[src/rtl/crc_framer.sv]
`default_nettype none
// ============================================================================
//  Module      : crc_framer
//  Description : Serialises a 1..4 byte payload LSB first towards an external
//                CRC LFSR stage, then collects the 8 returned CRC bits into a
//                byte with a bounded wait for each bit.
//  Revision    : 1.0 - initial release
// ============================================================================
module crc_framer #(
  parameter int TIMEOUT = 16
) (
  input  logic        CLK,
  input  logic        RST,
  input  logic [31:0] IN_DATA,
  input  logic [1:0]  IN_LEN,
  input  logic        IN_VALID,
  output logic        IN_READY,
  output logic        SER_DATA,
  output logic        SER_ACTIVE,
  input  logic        CRC_BIT,
  input  logic        CRC_VALID,
  output logic [7:0]  OUT_CRC,
  output logic        OUT_VALID,
  input  logic        OUT_READY,
  output logic        ERR
);

  localparam int c_WAIT_W = $clog2(TIMEOUT + 1);

  typedef enum logic [1:0] {
    IDLE    = 2'd0,
    SHIFT   = 2'd1,
    CAPTURE = 2'd2,
    RESULT  = 2'd3
  } state_t;

  state_t              r_state,     w_state_nxt;
  logic [31:0]         r_shreg,     w_shreg_nxt;
  logic [5:0]          r_bit_cnt,   w_bit_cnt_nxt;
  logic [7:0]          r_cap,       w_cap_nxt;
  logic [3:0]          r_cap_cnt,   w_cap_cnt_nxt;
  logic [c_WAIT_W-1:0] r_wait,      w_wait_nxt;
  logic                r_in_ready,  w_in_ready_nxt;
  logic                r_ser_data,  w_ser_data_nxt;
  logic                r_ser_act,   w_ser_act_nxt;
  logic [7:0]          r_out_crc,   w_out_crc_nxt;
  logic                r_out_valid, w_out_valid_nxt;
  logic                r_err,       w_err_nxt;

  logic [2:0]          w_len_p1;
  logic [c_WAIT_W-1:0] w_wait_inc;
  logic [7:0]          w_cap_shift;

  // Payload length in bytes, the bit count it implies, and the helpers below.
  assign w_len_p1    = {1'b0, IN_LEN} + 3'd1;
  assign w_wait_inc  = r_wait + c_WAIT_W'(1);
  assign w_cap_shift = {CRC_BIT, r_cap[7:1]};

  // Next-state and next-output computation; every output is registered below.
  always_comb begin
    w_state_nxt     = r_state;
    w_shreg_nxt     = r_shreg;
    w_bit_cnt_nxt   = r_bit_cnt;
    w_cap_nxt       = r_cap;
    w_cap_cnt_nxt   = r_cap_cnt;
    w_wait_nxt      = r_wait;
    w_in_ready_nxt  = r_in_ready;
    w_ser_data_nxt  = r_ser_data;
    w_ser_act_nxt   = r_ser_act;
    w_out_crc_nxt   = r_out_crc;
    w_out_valid_nxt = r_out_valid;
    w_err_nxt       = 1'b0;

    case (r_state)
      IDLE: begin
        if (IN_VALID && r_in_ready) begin
          // Bit 0 goes out immediately, the rest waits in the shift register.
          w_shreg_nxt    = {1'b0, IN_DATA[31:1]};
          w_ser_data_nxt = IN_DATA[0];
          w_ser_act_nxt  = 1'b1;
          w_bit_cnt_nxt  = {w_len_p1, 3'b000};
          w_in_ready_nxt = 1'b0;
          w_state_nxt    = SHIFT;
        end
      end

      SHIFT: begin
        if (r_bit_cnt == 6'd1) begin
          // Last bit has been on the line for its cycle; start collecting CRC.
          w_ser_data_nxt = 1'b0;
          w_ser_act_nxt  = 1'b0;
          w_bit_cnt_nxt  = 6'd0;
          w_shreg_nxt    = 32'd0;
          w_cap_nxt      = 8'd0;
          w_cap_cnt_nxt  = 4'd0;
          w_wait_nxt     = '0;
          w_state_nxt    = CAPTURE;
        end else begin
          w_ser_data_nxt = r_shreg[0];
          w_shreg_nxt    = {1'b0, r_shreg[31:1]};
          w_bit_cnt_nxt  = r_bit_cnt - 6'd1;
        end
      end

      CAPTURE: begin
        if (CRC_VALID) begin
          // Bits enter at the MSB so the first one ends up at OUT_CRC[0].
          w_wait_nxt = '0;
          if (r_cap_cnt == 4'd7) begin
            w_out_crc_nxt   = w_cap_shift;
            w_out_valid_nxt = 1'b1;
            w_cap_nxt       = 8'd0;
            w_cap_cnt_nxt   = 4'd0;
            w_state_nxt     = RESULT;
          end else begin
            w_cap_nxt     = w_cap_shift;
            w_cap_cnt_nxt = r_cap_cnt + 4'd1;
          end
        end else if (w_wait_inc == c_WAIT_W'(TIMEOUT)) begin
          // LFSR stage went quiet for too long: drop the partial byte.
          w_err_nxt      = 1'b1;
          w_in_ready_nxt = 1'b1;
          w_cap_nxt      = 8'd0;
          w_cap_cnt_nxt  = 4'd0;
          w_wait_nxt     = '0;
          w_state_nxt    = IDLE;
        end else begin
          w_wait_nxt = w_wait_inc;
        end
      end

      RESULT: begin
        if (OUT_READY) begin
          w_out_valid_nxt = 1'b0;
          w_in_ready_nxt  = 1'b1;
          w_state_nxt     = IDLE;
        end
      end

      default: begin
        w_state_nxt = IDLE;
      end
    endcase
  end

  // State and output registers, cleared asynchronously by reset.
  always_ff @(posedge CLK or negedge RST) begin
    if (!RST) begin
      r_state     <= IDLE;
      r_shreg     <= 32'd0;
      r_bit_cnt   <= 6'd0;
      r_cap       <= 8'd0;
      r_cap_cnt   <= 4'd0;
      r_wait      <= '0;
      r_in_ready  <= 1'b1;
      r_ser_data  <= 1'b0;
      r_ser_act   <= 1'b0;
      r_out_crc   <= 8'd0;
      r_out_valid <= 1'b0;
      r_err       <= 1'b0;
    end else begin
      r_state     <= w_state_nxt;
      r_shreg     <= w_shreg_nxt;
      r_bit_cnt   <= w_bit_cnt_nxt;
      r_cap       <= w_cap_nxt;
      r_cap_cnt   <= w_cap_cnt_nxt;
      r_wait      <= w_wait_nxt;
      r_in_ready  <= w_in_ready_nxt;
      r_ser_data  <= w_ser_data_nxt;
      r_ser_act   <= w_ser_act_nxt;
      r_out_crc   <= w_out_crc_nxt;
      r_out_valid <= w_out_valid_nxt;
      r_err       <= w_err_nxt;
    end
  end

  assign IN_READY   = r_in_ready;
  assign SER_DATA   = r_ser_data;
  assign SER_ACTIVE = r_ser_act;
  assign OUT_CRC    = r_out_crc;
  assign OUT_VALID  = r_out_valid;
  assign ERR        = r_err;

endmodule
`default_nettype wire

[config.mk]
export PLATFORM = sky130hd
export DESIGN_NAME = crc_framer
export DESIGN_NICKNAME = d
export VERILOG_FILES = /design/src/rtl/crc_framer.sv
export SDC_FILE = /design/constraint.sdc
export NUM_CORES = 1
export LEC_CHECK = 0
export ABC_AREA = 1
export CORE_ASPECT_RATIO = 2
export CORE_MARGIN = 4
export CORE_UTILIZATION = 33
export CTS_CLUSTER_DIAMETER = 50
export CTS_CLUSTER_SIZE = 25
export DETAILED_ROUTE_END_ITERATION = 6
export PLACE_DENSITY = 0.56
export SLEW_MARGIN = 20
export SYNTH_ARGS = -nofsm -noshare
export SYNTH_HDL_FRONTEND = slang
export SYNTH_SLANG_ARGS = --single-unit
[constraint.sdc]
create_clock -name CLK -period 2.6 [get_ports CLK]
set_input_delay 0.52 -clock CLK [delete_from_list [all_inputs] [get_ports CLK]]
set_output_delay 0.52 -clock CLK [all_outputs]
set_load 0.02 [all_outputs]
==> load_flow_metrics.sql, run 1 <==
INSERT INTO impl_metrics (metric_group, metric, value, unit) VALUES
('drt', 'vias_per_cell', '4.878', ''),
('floorplanning', 'die_h', '152.1', 'µm'),
('drt', 'via_count', '2844', ''),
('sta', 'total_count_of_max_transition_violations_in_the_final_report', '0', ''),
('drt', 'drt_first_pass_iters', '4', ''),
('clocking', 'clock_path_buffers', '2', ''),
('clocking', 'post-cts-setup-buffer-count', '0', ''),
('critical_path', 'path_delay_family', 'buffers and inverters', ''),
('synthesis', 'synth_area_per_cell', '8.739', 'µm²'),
('synthesis', 'synth_fp_nets', '441', ''),
('global_route', 'gr_usage_total', '0.1410', ''),
('sta', 'worst_slew_margin_rel', '0.6138', ''),
('clocking', 'cts_inserted_buffers', '9', ''),
('cells_and_area', 'n_fill_cell', '1053', ''),
('critical_path', 'cp_max_fanout', '3', ''),
('floorplanning', 'floorplan.io_pins', '53', ''),
('global_route', 'grt_pass1_wl', '13780', 'µm'),
('clocking', 'ctsHoldBuffers', '0', ''),
('power_and_ir_drop', 'total_power', '4.756', 'mW'),
('synthesis', 'ys.warnings.count', '0', ''),
('critical_path', 'worstSetupStartpointType', 'flip-flop', ''),
('clocking', 'latest_clock_arrival_within_the_worst_skew_pair', '0.33', 'ns'),
('critical_path', 'critical_path.endpoint_type', 'output pin', ''),
('worst_hold_path', 'hold_class', 'in -> async', ''),
('place', 'post_dp_cell_area', '4006', 'µm²'),
('floorplanning', 'core', '10150', 'µm²'),
('critical_path', 'data_required_time_at_the_worst_endpoint', '2.08', 'ns'),
('sta', 'post-route-period-util', '0.7704', ''),
('critical_path', 'cp_slowest_cell', 'clkdlybuf4s50_1', ''),
('global_route', 'grt_start_max_net_pins', '69', ''),
('drt', 'postRouteAntennaNets', '0', ''),
('sta', 'finalClockSkew', '0.005266', 'ns'),
('cells_and_area', 'layout-drive-gt1-share', '0.1071', ''),
('critical_path', 'rr_endpoint', 'r_shreg[0]$_DFFE_PN0P_', ''),
('clocking', 'clkSinkCount', '68', ''),
('synthesis', 'number_of_cells_produced_by_synthesis', '392', ''),
('synthesis', 'ys_seq_elements', '68', ''),
('cells_and_area', 'ff_latch_area', '1703', 'µm²'),
('global_route', 'number_of_global_route_vias_before_repair', '2814', ''),
('cells_and_area', 'multi_input_comb_area', '1433', 'µm²'),
('cells_and_area', 'final_cell_area', '4310', 'µm²'),
('clocking', 'path_clk_slew', '0.05', 'ns'),
('critical_path', 'setup.worst_path.class', 'reg -> out', ''),
('power_and_ir_drop', 'vdd_drop_max', '466.0', 'µV'),
('outcome', 'status', 'finished, final reports clean', ''),
('synthesis', 'yosysSeqAreaShare', '0.4971', ''),
('drt', 'detail_route.wl_per_cell', '14.07', 'µm'),
('flow_run', 'max_cap_violations', '0', ''),
('critical_path', 'worstRegToRegCells', '7', ''),
('critical_path', 'timing.critical_path.buf_inv', '1', ''),
('sta', 'setup_slack', '0.5968', 'ns'),
('critical_path', 'ordered_list_of_cells_on_the_worst_path', 'clkdlybuf4s50_1', ''),
('clocking', 'cts_tree', 'yes', ''),
('sta', 'unrepaired_setup_endpoints_after_global_routing', 'no', ''),
('clocking', 'cts_root_buffer', 'clkbuf_16', ''),
('cells_and_area', 'area_delta_synth_final', '25.82', '%'),
('drt', 'drt_iter0_drc', '156', ''),
('global_route', 'initial_antenna_violation_count', '0', ''),
('place', 'port_buffers', '52', ''),
('cells_and_area', 'antenna-diode-count', '0', ''),
('power_and_ir_drop', 'power.leakage', '2.020', 'nW'),
('synthesis', 'synth_cell_type_count', '32', ''),
('global_route', 'grt_overflow_total', '0', ''),
('drt', 'drcViolationCount', '0', ''),
('critical_path', 'regToRegStartpoint', 'r_state[1]$_DFFE_PN0P_', ''),
('clocking', 'cts_htree_levels', '3', ''),
('critical_path', 'worst_ep_arrival_time', '1.48', 'ns'),
('sta', 'worst-slew-pin-transition', '0.5787', 'ns'),
('sta', 'fin_tns_setup', '0', 'ns'),
('floorplanning', 'fp.dieArea', '12170', 'µm²'),
('place', 'hpwl', '5736', 'µm');
-- area by class of cell --
type / count / area share
clock inverter: 1 / 0.006967
tap: 135 / 0.03919
timing repair buffer: 59 / 0.1347
clock buffer: 14 / 0.06357
multi-input combinational: 275 / 0.3324
inverter: 31 / 0.02816
sequential: 68 / 0.3951
-- cells by family after synthesis --
kind of cell             count (synthesis)  synth area share
XOR/XNOR                                 1          0.002557
AND/OR/NAND/NOR                        217            0.2823
buffers and inverters                   49           0.08474
flip-flops                              68            0.4971
adder cells (fa/ha/maj)                  9           0.03287
AO/OA/AOI/OAI                           48            0.1004
-- per-layer routing --
| metal | global-route usage | wire [µm] | vias to the layer above |
|---|---|---|---|
| met5 | 0 | 0 | - |
| met4 | 0.05318 | 137 | 0 |
| met3 | 0.03318 | 350 | 9 |
| met2 | 0.2397 | 4336 | 50 |
| met1 | 0.1688 | 3381 | 1376 |
| li1 | - | - | 1409 |
-- layout by cell type, fill, tap and decap left out, types with 2 or more instances in the layout --
cell type | synthesis | layout
nand2_1 | 114 | 114
dfrtp_1 | 67 | 67
nand3_1 | 63 | 63
clkdlybuf4s50_1 | 0 | 51
inv_1 | 28 | 28
a22oi_1 | 21 | 21
nor2_1 | 17 | 17
o21ai_2 | 9 | 9
o21ai_0 | 9 | 9
ha_1 | 9 | 9
clkbuf_16 | 0 | 9
nand4_1 | 7 | 7
buf_4 | 8 | 6
nor2_2 | 4 | 4
nand2_2 | 4 | 4
o211ai_1 | 4 | 4
clkbuf_8 | 0 | 3
nand3_2 | 2 | 2
inv_2 | 2 | 2
or2_2 | 2 | 2
clkbuf_1 | 0 | 2
-- report_power, final --
part | internal (mW) | total, mW | switching, mW
Combinational | 0.674 | 1.90 | 1.22
Sequential | 1.41 | 1.62 | 0.210
Clock | 0.816 | 1.24 | 0.421
Total | 2.90 | 4.76 | 1.85
-- metrics by stage --
step | std cells | utilization
3_3_place_gp | 568 | 0.3947
3_5_place_dp | 568 | 0.3947
6_report | 583 | 0.4247
5_1_grt | 583 | 0.4247
2_1_floorplan | 392 | -
4_1_cts | 583 | 0.4247
-- sequential cells by signal, indices dropped and copies added (netlist names) --
| register | flops |
|---|---|
| OUT_VALID | 1 |
| r_bit_cnt | 6 |
| r_state | 2 |
| OUT_CRC | 8 |
| r_cap | 7 |
| r_wait | 5 |
| r_cap_cnt | 4 |
| r_shreg | 31 |
| IN_READY | 1 |
| SER_ACTIVE | 1 |
| ERR | 1 |
| SER_DATA | 1 |
-- Yosys cell counts --
cell / instances / area share
o22ai_1: 1 / 0.0018
nor4_1: 1 / 0.0018
nand2_1: 114 / 0.12
o21ai_0: 9 / 0.013
nor2_1: 17 / 0.019
nand4_1: 7 / 0.013
dfstp_2: 1 / 0.0077
o21ai_2: 9 / 0.023
or2_2: 2 / 0.0037
ha_1: 9 / 0.033
buf_2: 2 / 0.0029
nand2_2: 4 / 0.0073
a22oi_1: 21 / 0.046
nand3_1: 63 / 0.092
a21oi_1: 1 / 0.0015
o211ai_1: 4 / 0.0088
nor2_2: 4 / 0.0073
inv_1: 28 / 0.031
nor2_4: 1 / 0.0033
inv_6: 1 / 0.0026
xor2_1: 1 / 0.0026
a211oi_1: 1 / 0.0022
buf_6: 7 / 0.023
nor3_1: 1 / 0.0015
nand3_2: 2 / 0.0058
buf_4: 8 / 0.018
buf_12: 1 / 0.0058
o21ai_1: 1 / 0.0015
dfrtp_1: 67 / 0.49
nand2_4: 1 / 0.0033
inv_2: 2 / 0.0022
a22o_1: 1 / 0.0026
-- how the worst max path moves through the flow --
stage | cells after the start | slack [ns] | endpoint | start
6_report | 1 | 0.60 | IN_READY | IN_READY$_DFFE_PN1P_
5_1_grt | 7 | 0.46 | r_shreg[3]$_DFFE_PN0P_ | r_state[1]$_DFFE_PN0P_
4_1_cts | 1 | 0.58 | IN_READY | IN_READY$_DFFE_PN1P_
3_5_place_dp | 7 | 0.47 | OUT_VALID$_DFFE_PN0P_ | CRC_VALID
3_3_place_gp | 7 | 0.52 | OUT_VALID$_DFFE_PN0P_ | CRC_VALID
2_1_floorplan | 8 | 1.08 | r_shreg[0]$_DFFE_PN0P_ | r_state[1]$_DFFE_PN0P_
No activity file was read; power rests on OpenSTA's default activity.
==> run 2: changes to the inputs <==
Settings changed: PLACE_DENSITY 0.56 to 0.58.
Clock period 2.6 ns to 1.6 ns, I/O delays scaled along.
==> load_flow_metrics.sql, run 2 (synthesized netlist as in run 1, its figures left out) <==
INSERT INTO impl_metrics (metric_group, metric, value, unit) VALUES
('floorplanning', 'rows', '52', ''),
('cells_and_area', 'mostFrequentLayoutCell', 'nand2_1', ''),
('floorplanning', 'floorplan.io_pins', '53', ''),
('critical_path', 'worstRegToRegCells', '8', ''),
('place', 'dp_slack', '-0.1089', 'ns'),
('global_route', 'number_of_global_route_vias_before_repair', '3057', ''),
('sta', 'finalClockSkew', '0.007941', 'ns'),
('critical_path', 'cp_slowest_cell', 'dfstp_2', ''),
('clocking', 'clock_path_buffers', '2', ''),
('outcome', 'status', 'finished, final reports clean', ''),
('drt', 'drcViolationCount', '0', ''),
('critical_path', 'endpoint', 'IN_READY', ''),
('place', 'hpwl', '6070', 'µm'),
('critical_path', 'cp-startpoint', 'IN_READY$_DFFE_PN1P_', ''),
('critical_path', 'timing.critical_path.buf_inv', '1', ''),
('critical_path', 'critical_path_max_stage_delay', '0.55', 'ns'),
('place', 'post_dp_cell_area', '4322', 'µm²'),
('clocking', 'cts_root_buffer', 'clkbuf_16', ''),
('critical_path', 'rr_endpoint', 'r_shreg[21]$_DFFE_PN0P_', ''),
('floorplanning', 'die_h', '152.1', 'µm'),
('cells_and_area', 'antenna-diode-count', '0', ''),
('place', 'place_inst', '595', ''),
('flow_run', 'max_cap_violations', '0', ''),
('power_and_ir_drop', 'vdd_drop_max', '872.6', 'µV'),
('worst_hold_path', 'hold_class', 'in -> async', ''),
('sta', 'layout_min_cycle_time', '1.541', 'ns'),
('sta', 'setup_slack', '0.05943', 'ns'),
('cells_and_area', 'nNetsFinal', '522', ''),
('critical_path', 'setup.reg_to_reg.worst_slack', '0.07', 'ns'),
('drt', 'detail_route.wl_per_cell', '13.75', 'µm'),
('cells_and_area', 'area_delta_synth_final', '37.80', '%'),
('sta', 'report.final.hold_viol_count', '0', ''),
('sta', 'worst-slew-pin-transition', '0.3602', 'ns'),
('sta', 'unrepaired_setup_endpoints_after_global_routing', 'yes', ''),
('global_route', 'grt_overflow_total', '0', ''),
('global_route', 'grt.busiest_layer', 'met2', ''),
('place', 'port_buffers', '52', ''),
('floorplanning', 'core', '10150', 'µm²'),
('clocking', 'cts_htree_levels', '3', ''),
('power_and_ir_drop', 'power_per_cell_area', '1851', 'nW/µm²'),
('critical_path', 'cp.depth', '1', ''),
('clocking', 'path_clk_slew', '0.06', 'ns'),
('sta', 'fin_tns_setup', '0', 'ns'),
('critical_path', 'cp_max_fanout', '3', ''),
('critical_path', 'regToRegStartpoint', 'r_state[0]$_DFFE_PN0P_', ''),
('cells_and_area', 'final-instance-count-excl-fill', '612', ''),
('cells_and_area', 'final_cell_area', '4721', 'µm²'),
('global_route', 'gr_usage_total', '0.1461', ''),
('drt', 'route.final.wire_length', '8412', 'µm'),
('drt', 'vias_per_cell', '4.874', ''),
('sta', 'post-route-period-util', '0.9629', ''),
('floorplanning', 'fp.dieArea', '12170', 'µm²'),
('critical_path', 'worstSetupStartpointType', 'flip-flop', ''),
('cells_and_area', 'largest_register_ffs', '31', ''),
('clocking', 'latest_clock_arrival_within_the_worst_skew_pair', '0.33', 'ns'),
('sta', 'max_clock_freq', '649.1', 'MHz'),
('clocking', 'clkSinkCount', '68', ''),
('critical_path', 'setup.worst_path.class', 'reg -> out', ''),
('place', 'gp_routability_congestion', '0.7658', ''),
('drt', 'drt_first_pass_iters', '4', ''),
('critical_path', 'path_delay_family', 'flip-flops', ''),
('global_route', 'grt_pass1_wl', '14190', 'µm'),
('global_route', 'groute.layer.met1.usage', '0.1617', ''),
('floorplanning', 'floorplan.initialDensity', '0.3375', ''),
('drt', 'drt_iter0_drc', '159', ''),
('sta', 'total_count_of_max_transition_violations_in_the_final_report', '0', ''),
('clocking', 'cts_tree', 'yes', ''),
('sta', 'finalSetupViolations', '0', ''),
('global_route', 'groute.layer.met3.usage', '0.02725', ''),
('drt', 'postRouteAntennaNets', '0', ''),
('critical_path', 'worst_ep_arrival_time', '1.22', 'ns'),
('clocking', 'cts_inserted_buffers', '9', ''),
('cells_and_area', 'n_fill_cell', '1032', ''),
('global_route', 'grt_start_max_net_pins', '34', ''),
('global_route', 'initial_antenna_violation_count', '0', ''),
('cells_and_area', 'regMostFlops', 'r_shreg', ''),
('floorplanning', 'chipWidth', '80.05', 'µm'),
('critical_path', 'critical_path.endpoint_type', 'output pin', ''),
('drt', 'via_count', '2983', ''),
('critical_path', 'ordered_list_of_cells_on_the_worst_path', 'dlygate4sd2_1', ''),
('sta', 'worst_slew_margin_rel', '0.7599', ''),
('power_and_ir_drop', 'power.leakage', '2.251', 'nW'),
('cells_and_area', 'layout-drive-gt1-share', '0.1845', ''),
('global_route', 'met2_track_demand_over_resource_in_global_routing', '0.2575', ''),
('cells_and_area', 'most-common-layout-cells', 'nand2_1 (111), dfrtp_1 (66), nand3_1 (63)', ''),
('critical_path', 'data_required_time_at_the_worst_endpoint', '1.28', 'ns');
[run 2: layout make-up]
cell class / instances / area, µm² / share of cell area
Sequential cell: 68 / 1704 / 0.3610
Multi-Input combinational cell: 275 / 1503 / 0.3183
Timing Repair Buffer: 88 / 900.9 / 0.1908
Clock buffer: 9 / 225.2 / 0.04771
Tap cell: 135 / 168.9 / 0.03578
Inverter: 31 / 128.9 / 0.02730
Clock inverter: 6 / 90.09 / 0.01908
[run 2: power breakdown]
part	switching [mW]	leakage (nW)	internal, mW
sequential	0.349	0.885	2.30
combinational	2.21	1.23	1.77
clock	0.751	0.140	1.35
[run 2: timing repair]
action | 4_1_cts | 5_1_grt
hold buffers | 1 | 0
setup buffers | 0 | 1
resized for setup | 24 | 12
endpoints found under the hold margin | 11 | 0
setup endpoints to repair | 43 | 45
[run 2: stage by stage]
stage	hold WS, ns	utilization	total power, mW
3_3_place_gp	0.2445	0.4258	6.407
3_5_place_dp	0.2571	0.4258	6.483
4_1_cts	0.4208	0.4594	8.735
6_report	0.4213	0.4651	8.739
2_1_floorplan	0.02441	-	5.196
5_1_grt	0.4550	0.4651	9.406
[run 2: worst min path at each step]
| stage | startpoint | to | slack (ns) | cells after the start |
|---|---|---|---|---|
| finish | RST | r_shreg[7]$_DFFE_PN0P_ | 0.42 | 2 |
| global route | RST | r_shreg[7]$_DFFE_PN0P_ | 0.46 | 2 |
| CTS | RST | SER_DATA$_DFFE_PN0P_ | 0.42 | 2 |
| detailed placement | RST | r_shreg[8]$_DFFE_PN0P_ | 0.26 | 1 |
| global placement | RST | r_shreg[8]$_DFFE_PN0P_ | 0.24 | 1 |
| floorplan | RST | ERR$_DFF_PN0_ | 0.02 | 0 |
[run 2: layer usage]
layer	vias to the layer above	part of all wire
li1	1465	-
met1	1421	0.40
met2	79	0.52
met3	18	0.049
met4	0	0.027
met5	-	0
